## src/rtl/muldiv_unit.sv

```systemverilog
// Multi-cycle multiply/divide unit owning the HI/LO pair (MULT/MULTU/DIV/DIVU, MTHI/MTLO).
// Magnitudes are iterated one bit per cycle, then sign-fixed and written in a final FIX cycle.
module muldiv_unit #(
   parameter int WIDTH = 32,
   parameter int CNT_W = 5
) (
   input  logic             CLK,
   input  logic             RST_N,
   input  logic             start,
   input  logic [1:0]       op,
   input  logic [WIDTH-1:0] A,
   input  logic [WIDTH-1:0] B,
   input  logic             mthi,
   input  logic             mtlo,
   output logic [WIDTH-1:0] HI,
   output logic [WIDTH-1:0] LO,
   output logic             busy,
   output logic             done
);

   typedef enum logic [1:0] {IDLE, RUN, FIX} state_t;

   localparam logic [CNT_W-1:0] LAST = CNT_W'(WIDTH-1);

   state_t             state, state_nxt;
   logic [WIDTH-1:0]   hi_q, lo_q;
   logic [WIDTH-1:0]   opnd;   // multiplicand or divisor magnitude
   logic [WIDTH-1:0]   acc;    // product high half / partial remainder
   logic [WIDTH-1:0]   sh;     // multiplier shifting out / dividend shifting into quotient
   logic [CNT_W-1:0]   cnt;
   logic               is_div, neg_p, neg_r, div_zero;
   logic               busy_q, done_q;

   logic               a_neg, b_neg;
   logic [WIDTH-1:0]   a_mag, b_mag;
   logic [WIDTH:0]     add_sum, sub_diff;
   logic [2*WIDTH-1:0] prod, prod_fix;
   logic [WIDTH-1:0]   quo_fix, rem_fix;

   assign a_neg = ~op[0] & A[WIDTH-1];
   assign b_neg = ~op[0] & B[WIDTH-1];
   assign a_mag = a_neg ? -A : A;
   assign b_mag = b_neg ? -B : B;

   always_comb begin
      add_sum  = {1'b0, acc} + (sh[0] ? {1'b0, opnd} : '0);
      // MSB of the difference is the borrow: set when the trial subtract fails
      sub_diff = {acc, sh[WIDTH-1]} - {1'b0, opnd};
      prod     = {acc, sh};
      prod_fix = neg_p ? -prod : prod;
      quo_fix  = neg_p ? -sh : sh;
      rem_fix  = neg_r ? -acc : acc;
   end

   always_ff @(posedge CLK or negedge RST_N) begin
      if (!RST_N) state <= IDLE;
      else        state <= state_nxt;
   end

   always_comb begin
      state_nxt = state;
      case (state)
         IDLE:    if (start) state_nxt = RUN;
         RUN:     if (cnt == LAST) state_nxt = FIX;
         FIX:     state_nxt = IDLE;
         default: state_nxt = IDLE;
      endcase
   end

   always_ff @(posedge CLK or negedge RST_N) begin
      if (!RST_N) begin
         hi_q     <= '0;
         lo_q     <= '0;
         opnd     <= '0;
         acc      <= '0;
         sh       <= '0;
         cnt      <= '0;
         is_div   <= 1'b0;
         neg_p    <= 1'b0;
         neg_r    <= 1'b0;
         div_zero <= 1'b0;
         busy_q   <= 1'b0;
         done_q   <= 1'b0;
      end else begin
         busy_q <= (state_nxt != IDLE);
         done_q <= (state == FIX);
         case (state)
            IDLE: begin
               if (start) begin
                  opnd     <= op[1] ? b_mag : a_mag;
                  sh       <= op[1] ? a_mag : b_mag;
                  acc      <= '0;
                  cnt      <= '0;
                  is_div   <= op[1];
                  neg_p    <= a_neg ^ b_neg;
                  neg_r    <= a_neg;
                  div_zero <= op[1] & (B == '0);
               end else begin
                  if (mthi) hi_q <= A;
                  if (mtlo) lo_q <= A;
               end
            end
            RUN: begin
               cnt <= cnt + CNT_W'(1);
               if (is_div) begin
                  if (!sub_diff[WIDTH]) begin
                     acc <= sub_diff[WIDTH-1:0];
                     sh  <= {sh[WIDTH-2:0], 1'b1};
                  end else begin
                     acc <= {acc[WIDTH-2:0], sh[WIDTH-1]};
                     sh  <= {sh[WIDTH-2:0], 1'b0};
                  end
               end else begin
                  acc <= add_sum[WIDTH:1];
                  sh  <= {add_sum[0], sh[WIDTH-1:1]};
               end
            end
            FIX: begin
               if (!is_div) begin
                  hi_q <= prod_fix[2*WIDTH-1:WIDTH];
                  lo_q <= prod_fix[WIDTH-1:0];
               end else if (!div_zero) begin
                  hi_q <= rem_fix;
                  lo_q <= quo_fix;
               end
            end
            default: ;
         endcase
      end
   end

   assign HI   = hi_q;
   assign LO   = lo_q;
   assign busy = busy_q;
   assign done = done_q;

endmodule

```

## config.mk

```make
export PLATFORM = sky130hd
export DESIGN_NAME = muldiv_unit
export DESIGN_NICKNAME = d
export VERILOG_FILES = /design/src/rtl/muldiv_unit.sv
export SDC_FILE = /design/constraint.sdc
export NUM_CORES = 1
export LEC_CHECK = 0
export BUFFER_PORTS_ARGS = -buffer_cell sky130_fd_sc_hd__buf_2
export CAP_MARGIN = 30
export CELL_PAD_IN_SITES_DETAIL_PLACEMENT = 2
export CELL_PAD_IN_SITES_GLOBAL_PLACEMENT = 2
export CORE_UTILIZATION = 37
export CTS_BUF_LIST = sky130_fd_sc_hd__clkbuf_8
export DETAILED_ROUTE_END_ITERATION = 6
export GPL_ROUTABILITY_DRIVEN = 0
export PLACE_DENSITY_LB_ADDON = 0.1
export SYNTH_ARGS = -nofsm -noshare
export SYNTH_HDL_FRONTEND = slang
export SYNTH_SLANG_ARGS = --single-unit
```

## constraint.sdc

```tcl
create_clock -name CLK -period 3.7 [get_ports CLK]
set_clock_uncertainty 0.1 [all_clocks]
set_input_delay 0.74 -clock CLK [delete_from_list [all_inputs] [get_ports CLK]]
set_output_delay 0.74 -clock CLK [all_outputs]
set_load 0.02 [all_outputs]
```

After elaboration in Yosys (flattened, before gate mapping)
Index checks and enable logic that the tools add are counted.
{ "classes": {"n_addsub": 8, "n_eq_ne": 8, "muxes": 31, "n_bitwise": 5, "n_reduce_logical": 9} }
{ "ops": {"columns": ["op", "count"], "rows": [
  ["$mux W32", 20],
  ["$pmux W32 S2", 4],
  ["$neg A32 Y32", 4],
  ["$mux W64", 1],
  ["$neg A64 Y64", 1],
  ["$add A32 B32 Y33", 1],
  ["$sub A33 B32 Y33", 1],
  ["$logic_not A32 Y1", 1],
  ["$pmux W5 S2", 1],
  ["$ne A2 B2 Y1 const B", 4],
  ["$reduce_and A4 Y1", 2],
  ["$reduce_bool A2 Y1", 3],
  ["$add A5 B1 Y5 const B", 1],
  ["$eq A5 B5 Y1 const B", 1],
  ["$mux W5", 1],
  ["$mux W2", 2],
  ["$pmux W2 S2", 1],
  ["$reduce_and A2 Y1", 2],
  ["$and A1 B1 Y1", 3],
  ["$ne A3 B3 Y1 const B", 1],
  ["$eq A2 B1 Y1 const B", 1],
  ["$eq A2 B2 Y1 const B", 1],
  ["$logic_not A2 Y1", 1],
  ["$mux W1", 1],
  ["2 further kinds", 2]
]} }
{ "totals": {"regBits": 173, "wordCells": 74} }

Longest topological paths before layout
{ "logic_depth": {"depth_word": 6, "depth_mapped": 16} }

Worst setup path after synthesis
No wires, ideal clock.
{ "synth_path": {"path_kind": "flip-flop to flip-flop", "startpoint": "register sh[0]", "endpoint": "register acc[30]", "arrival_ns": 3.168, "required_time_ns": 3.474, "path_slack_ns": 0.305, "path_stages_with_launch": 17, "period_less_slack_ns": 3.395, "path_cell_list": "dfrtp_1 clkbuf_1 inv_1 clkbuf_1 nor2_1 ha_1 clkbuf_1 a21oi_1 o211ai_1 a221oi_1 o21ai_1 a211oi_1 nor4_1 a31oi_1 o21ai_1 xor2_1 a221o_1"} }
{ "synth_via": {"elab_chain_cells": 4} }
{ "synth_rtl": {"columns": ["element", "line", "source"], "rows": [
  ["from (decl)", "29", "logic [WIDTH-1:0] sh;"],
  ["from (signal assigned)", "91", "sh <= op[1] ? a_mag : b_mag;"],
  ["from (signal assigned)", "108", "sh <= {sh[WIDTH-2:0], 1'b1};"],
  ["from (signal assigned)", "111", "sh <= {sh[WIDTH-2:0], 1'b0};"],
  ["$mux W32", "46", "add_sum = {1'b0, acc} + (sh[0] ? {1'b0, opnd} : '0);"],
  ["$add A32 B32 Y33", "46", null],
  ["$mux W32", "105", "if (is_div) begin"],
  ["$pmux W32 S2", "87", "case (state)"],
  ["to (signal assigned)", "107", "acc <= sub_diff[WIDTH-1:0];"],
  ["to (signal assigned)", "110", "acc <= {acc[WIDTH-2:0], sh[WIDTH-1]};"],
  ["to (signal assigned)", "114", "acc <= add_sum[WIDTH:1];"],
  ["to (decl)", "28", "logic [WIDTH-1:0] acc;"]
]} }
No other way between the ends.
A chain may end at the register's enable or synchronous reset.

Final worst setup path
{ "layout_path": {"startpoint": "register opnd[8]", "endpoint": "register acc[31]"} }
{ "layout_via": {"elab_chain_cells": 4} }
{ "layout_rtl": {"columns": ["element", "line", "source"], "rows": [
  ["from (decl)", "27", "logic [WIDTH-1:0] opnd;"],
  ["from (signal assigned)", "90", "opnd <= op[1] ? b_mag : a_mag;"],
  ["$sub A33 B32 Y33 or $mux W32 (tied branches)", "48, 46", null],
  ["$mux W32 or $add A32 B32 Y33 (tied branches)", "106, 46", null],
  ["$mux W32 (*)", "105", null],
  ["$pmux W32 S2 (*)", "87", null]
]} }
Every way passes the cells marked *; elsewhere a longest branch is shown, timed or not.

==> flow_summary.json <==
{
  "ctsLongestPathBuffers": 2,
  "cpMaxStageDelayCell": "dfrtp_1",
  "synth_nets": 2022,
  "hold_path_class": "in -> async",
  "ant_nets": 0,
  "finalCriticalPeriod_ps": 3612,
  "ys_seq_area_share_pct": 29.08,
  "h-tree-depth": 4,
  "synth_area_um2": 14890,
  "critPathMaxFanout": 6,
  "critPathLaunch": "opnd[8]$_DFFE_PN0P_",
  "ys.flop_type": "dfrtp_1",
  "slowest_delay_ps": 480,
  "grt_pass1_wl_mm": 103.1,
  "routed_wl_mm": 68.23,
  "path_class": "reg -> reg",
  "avgViaCountPerCell": 5.983,
  "nNetsFinal": 2208,
  "path_cells": "inv_1, ha_1, a21oi_1, o21ai_0, or3_1, a41oi_1, nor3_1, or3b_1, and3_1, or3b_1, a31o_1, a21oi_1",
  "drive_gt1_share_pct": 18.19,
  "drv_slew": 0,
  "powerDensity_nw_per_um2": 1128,
  "die_h_um": 202.6,
  "clk_latency_ps": 530,
  "rsz0062_at_grt": "true",
  "cap_violations": 0,
  "layout_commonest_cell": "nor2_1",
  "synth-adder-area-share_pct": 6.152,
  "max_freq_mhz": 276.9,
  "synth-edff-count": 0,
  "finalHoldViolations": 0,
  "yosysUniqueCellTypes": 92,
  "ctsHoldBuffers": 0,
  "postSynthAreaPerCell_um2": 7.923,
  "die_x_um": 202.6,
  "synth_xor_area_share_pct": 9.649,
  "port_buffers": 136,
  "fp-row-count": 73,
  "antenna_found_initial": 0,
  "io_pins": 137,
  "hpwlAfterDp_mm": 53.63,
  "timing.slew.headroom_pct": 46.30,
  "leakage_nw": 7.673,
  "route.detailed.drc": 0,
  "grt_max_degree": 76,
  "ys_seq_elements": 173,
  "min_period_over_period_pct": 97.62,
  "synthCells": 1879,
  "cts.sinks": 173,
  "coreArea_um2": 39730,
  "vias": 15574,
  "numCtsBuffers": 17,
  "report.power.total_mw": 19.58,
  "synth_mux_area_share_pct": 3.816,
  "finalSetupViolCount": 0,
  "die_area_um2": 41040,
  "ir_worst_vdd_v": 0.0005244,
  "worst_slew_pin_slew_ps": 804.6,
  "clkTransAtPathRegs_ps": 100,
  "r2r-start": "opnd[8]$_DFFE_PN0P_",
  "crit_path_end_kind": "register",
  "synth_top_family_by_area": "compound AO/OA/AOI/OAI gates",
  "synth_compound_area_share_pct": 26.51,
  "critPathArrivalTime_ps": 3970,
  "synth-simple-area-share_pct": 19.11,
  "synth-async-reset-ratio_pct": 100.0,
  "outcome": "completed",
  "diodes": 0,
  "start_kind": "register",
  "dr.pass1.iters": 5,
  "synth_warnings": 0,
  "final_cell_mix": "nor2_1 (213), nand2_1 (199), dfrtp_1 (172)",
  "cts_tree": "built",
  "cp.required_ps": 4050,
  "start_util_pct": 37.47,
  "wire_per_inst_um": 26.21,
  "worst_slack_ps": 88.15,
  "grt_pass1_vias": 16317,
  "clockRootBuffer": "clkbuf_8",
  "area_growth_syn_to_layout_pct": 16.62,
  "first_iter_violations": 965,
  "grt_overflow": 0,
  "pre_cts_slack_ps": -96.63,
  "track_usage_pct": 33.39
}
## synth_stat cells (7+ instances only)
master    number  area [um2]
xnor2_1       89       779.5
nand2b_1      18       112.6
and3_1        15       93.84
o21ai_1       15       75.07
nor2_1       216       810.8
nor4_1        17       106.4
clkbuf_1      97       364.1
o211ai_1      18       135.1
or4_1          7       52.55
o21bai_1       8       60.06
or3_1         13       81.33
o31ai_1       48       360.4
nand3_1       31       155.2
mux2i_1       50       500.5
inv_1         64       240.2
a21o_1        39       292.8
nor3_1        33       165.2
nor2b_1       10       62.56
a21boi_0      11       82.58
a31oi_1       24       150.1
dfrtp_1      173        4329
and2_1        16       100.1
a21oi_1      153       765.7
ha_1          70       875.8
nand4_1        8       50.05
o41ai_1        9       78.83
nand2_1      200       750.7
o21a_1         9       67.56
a221o_1        8       80.08
a221oi_1      11       96.34
a22oi_1       22       165.2
a211oi_1      47       352.8
o21ai_0      140       700.7
xor2_1        75       656.9
## cell type report
class / count / area (um2)
fill: 4607 / 22370
multi-input combinational: 1520 / 9842
sequential: 173 / 4330
timing repair buffer: 288 / 1897
tap: 525 / 656.9
clock buffer: 18 / 247.7
inverter: 65 / 244.0
clock inverter: 14 / 143.9
## metal layers
layer / GRT usage (%) / part of all wire, % / vias to the layer above
li1: - / - / 7111
met1: 46.64 / 46 / 7949
met2: 51.79 / 45 / 422
met3: 3.820 / 5.0 / 92
met4: 14.66 / 4.0 / 0
met5: 0 / 0 / -
## sequential cells by signal, summed over array words and instances (netlist names)
signal and count:
HI 32, state 2, acc 32, div_zero 1, neg_r 1, busy 1
neg_p 1, opnd 32, cnt 5, done 1, LO 32, is_div 1
sh 32
## path summary, 6_finish.rpt
check	to	slack [ps]	depth (start not counted)
setup / recovery	acc[31]$_DFFE_PN0P_	90	12
hold / removal	LO[9]$_DFFE_PN0P_	110	1
setup reg to reg	acc[31]$_DFFE_PN0P_	90	12
hold reg to reg	LO[1]$_DFFE_PN0P_	380	1
max in group asynchronous	HI[19]$_DFFE_PN0P_	2350	2
min in group CLK	LO[1]$_DFFE_PN0P_	380	1
## stage by stage
| stage | util [%] | instance area (um2) | std cells | hold WS (ps) | setup TNS [ps] |
|---|---|---|---|---|---|
| detailed placement | 42.26 | 16790 | 2565 | 364.5 | -149.1 |
| global route | 43.70 | 17360 | 2603 | 134.6 | -166.0 |
| global placement | 42.26 | 16790 | 2565 | 355.7 | 0 |
| floorplan | - | 14890 | 1879 | 337.6 | 0 |
| CTS | 43.42 | 17250 | 2602 | 132.7 | 0 |
| finish | 43.70 | 17360 | 2603 | 114.2 | 0 |
## critical path, delay by kind of cell, from the launching register on
family                   cells  cell delay, ps
adder cells (fa/ha/maj)      1             390
AO/OA/AOI/OAI                5            1000
flip-flops                   1             480
buffers and inverters        1             120
AND/OR/NAND/NOR              5            1450
## report_power, final
part | internal, mW | switching [mW]
sequential | 2.85 | 1.03
clock | 0.619 | 0.834
combinational | 5.77 | 8.47
total | 9.24 | 10.3
## cell families after synthesis
family          Yosys count
buf+inv                 186
flops                   173
xor+xnor                164
simple gates            618
fa+ha+maj                72
mux                      56
compound gates          610
## what timing repair did
action	in CTS	in global routing
resized for setup	5	25
endpoints found under the setup margin	10	28
pin swaps	3	4
setup buffers	5	1
Note: power is estimated with default switching activity, not from simulation.
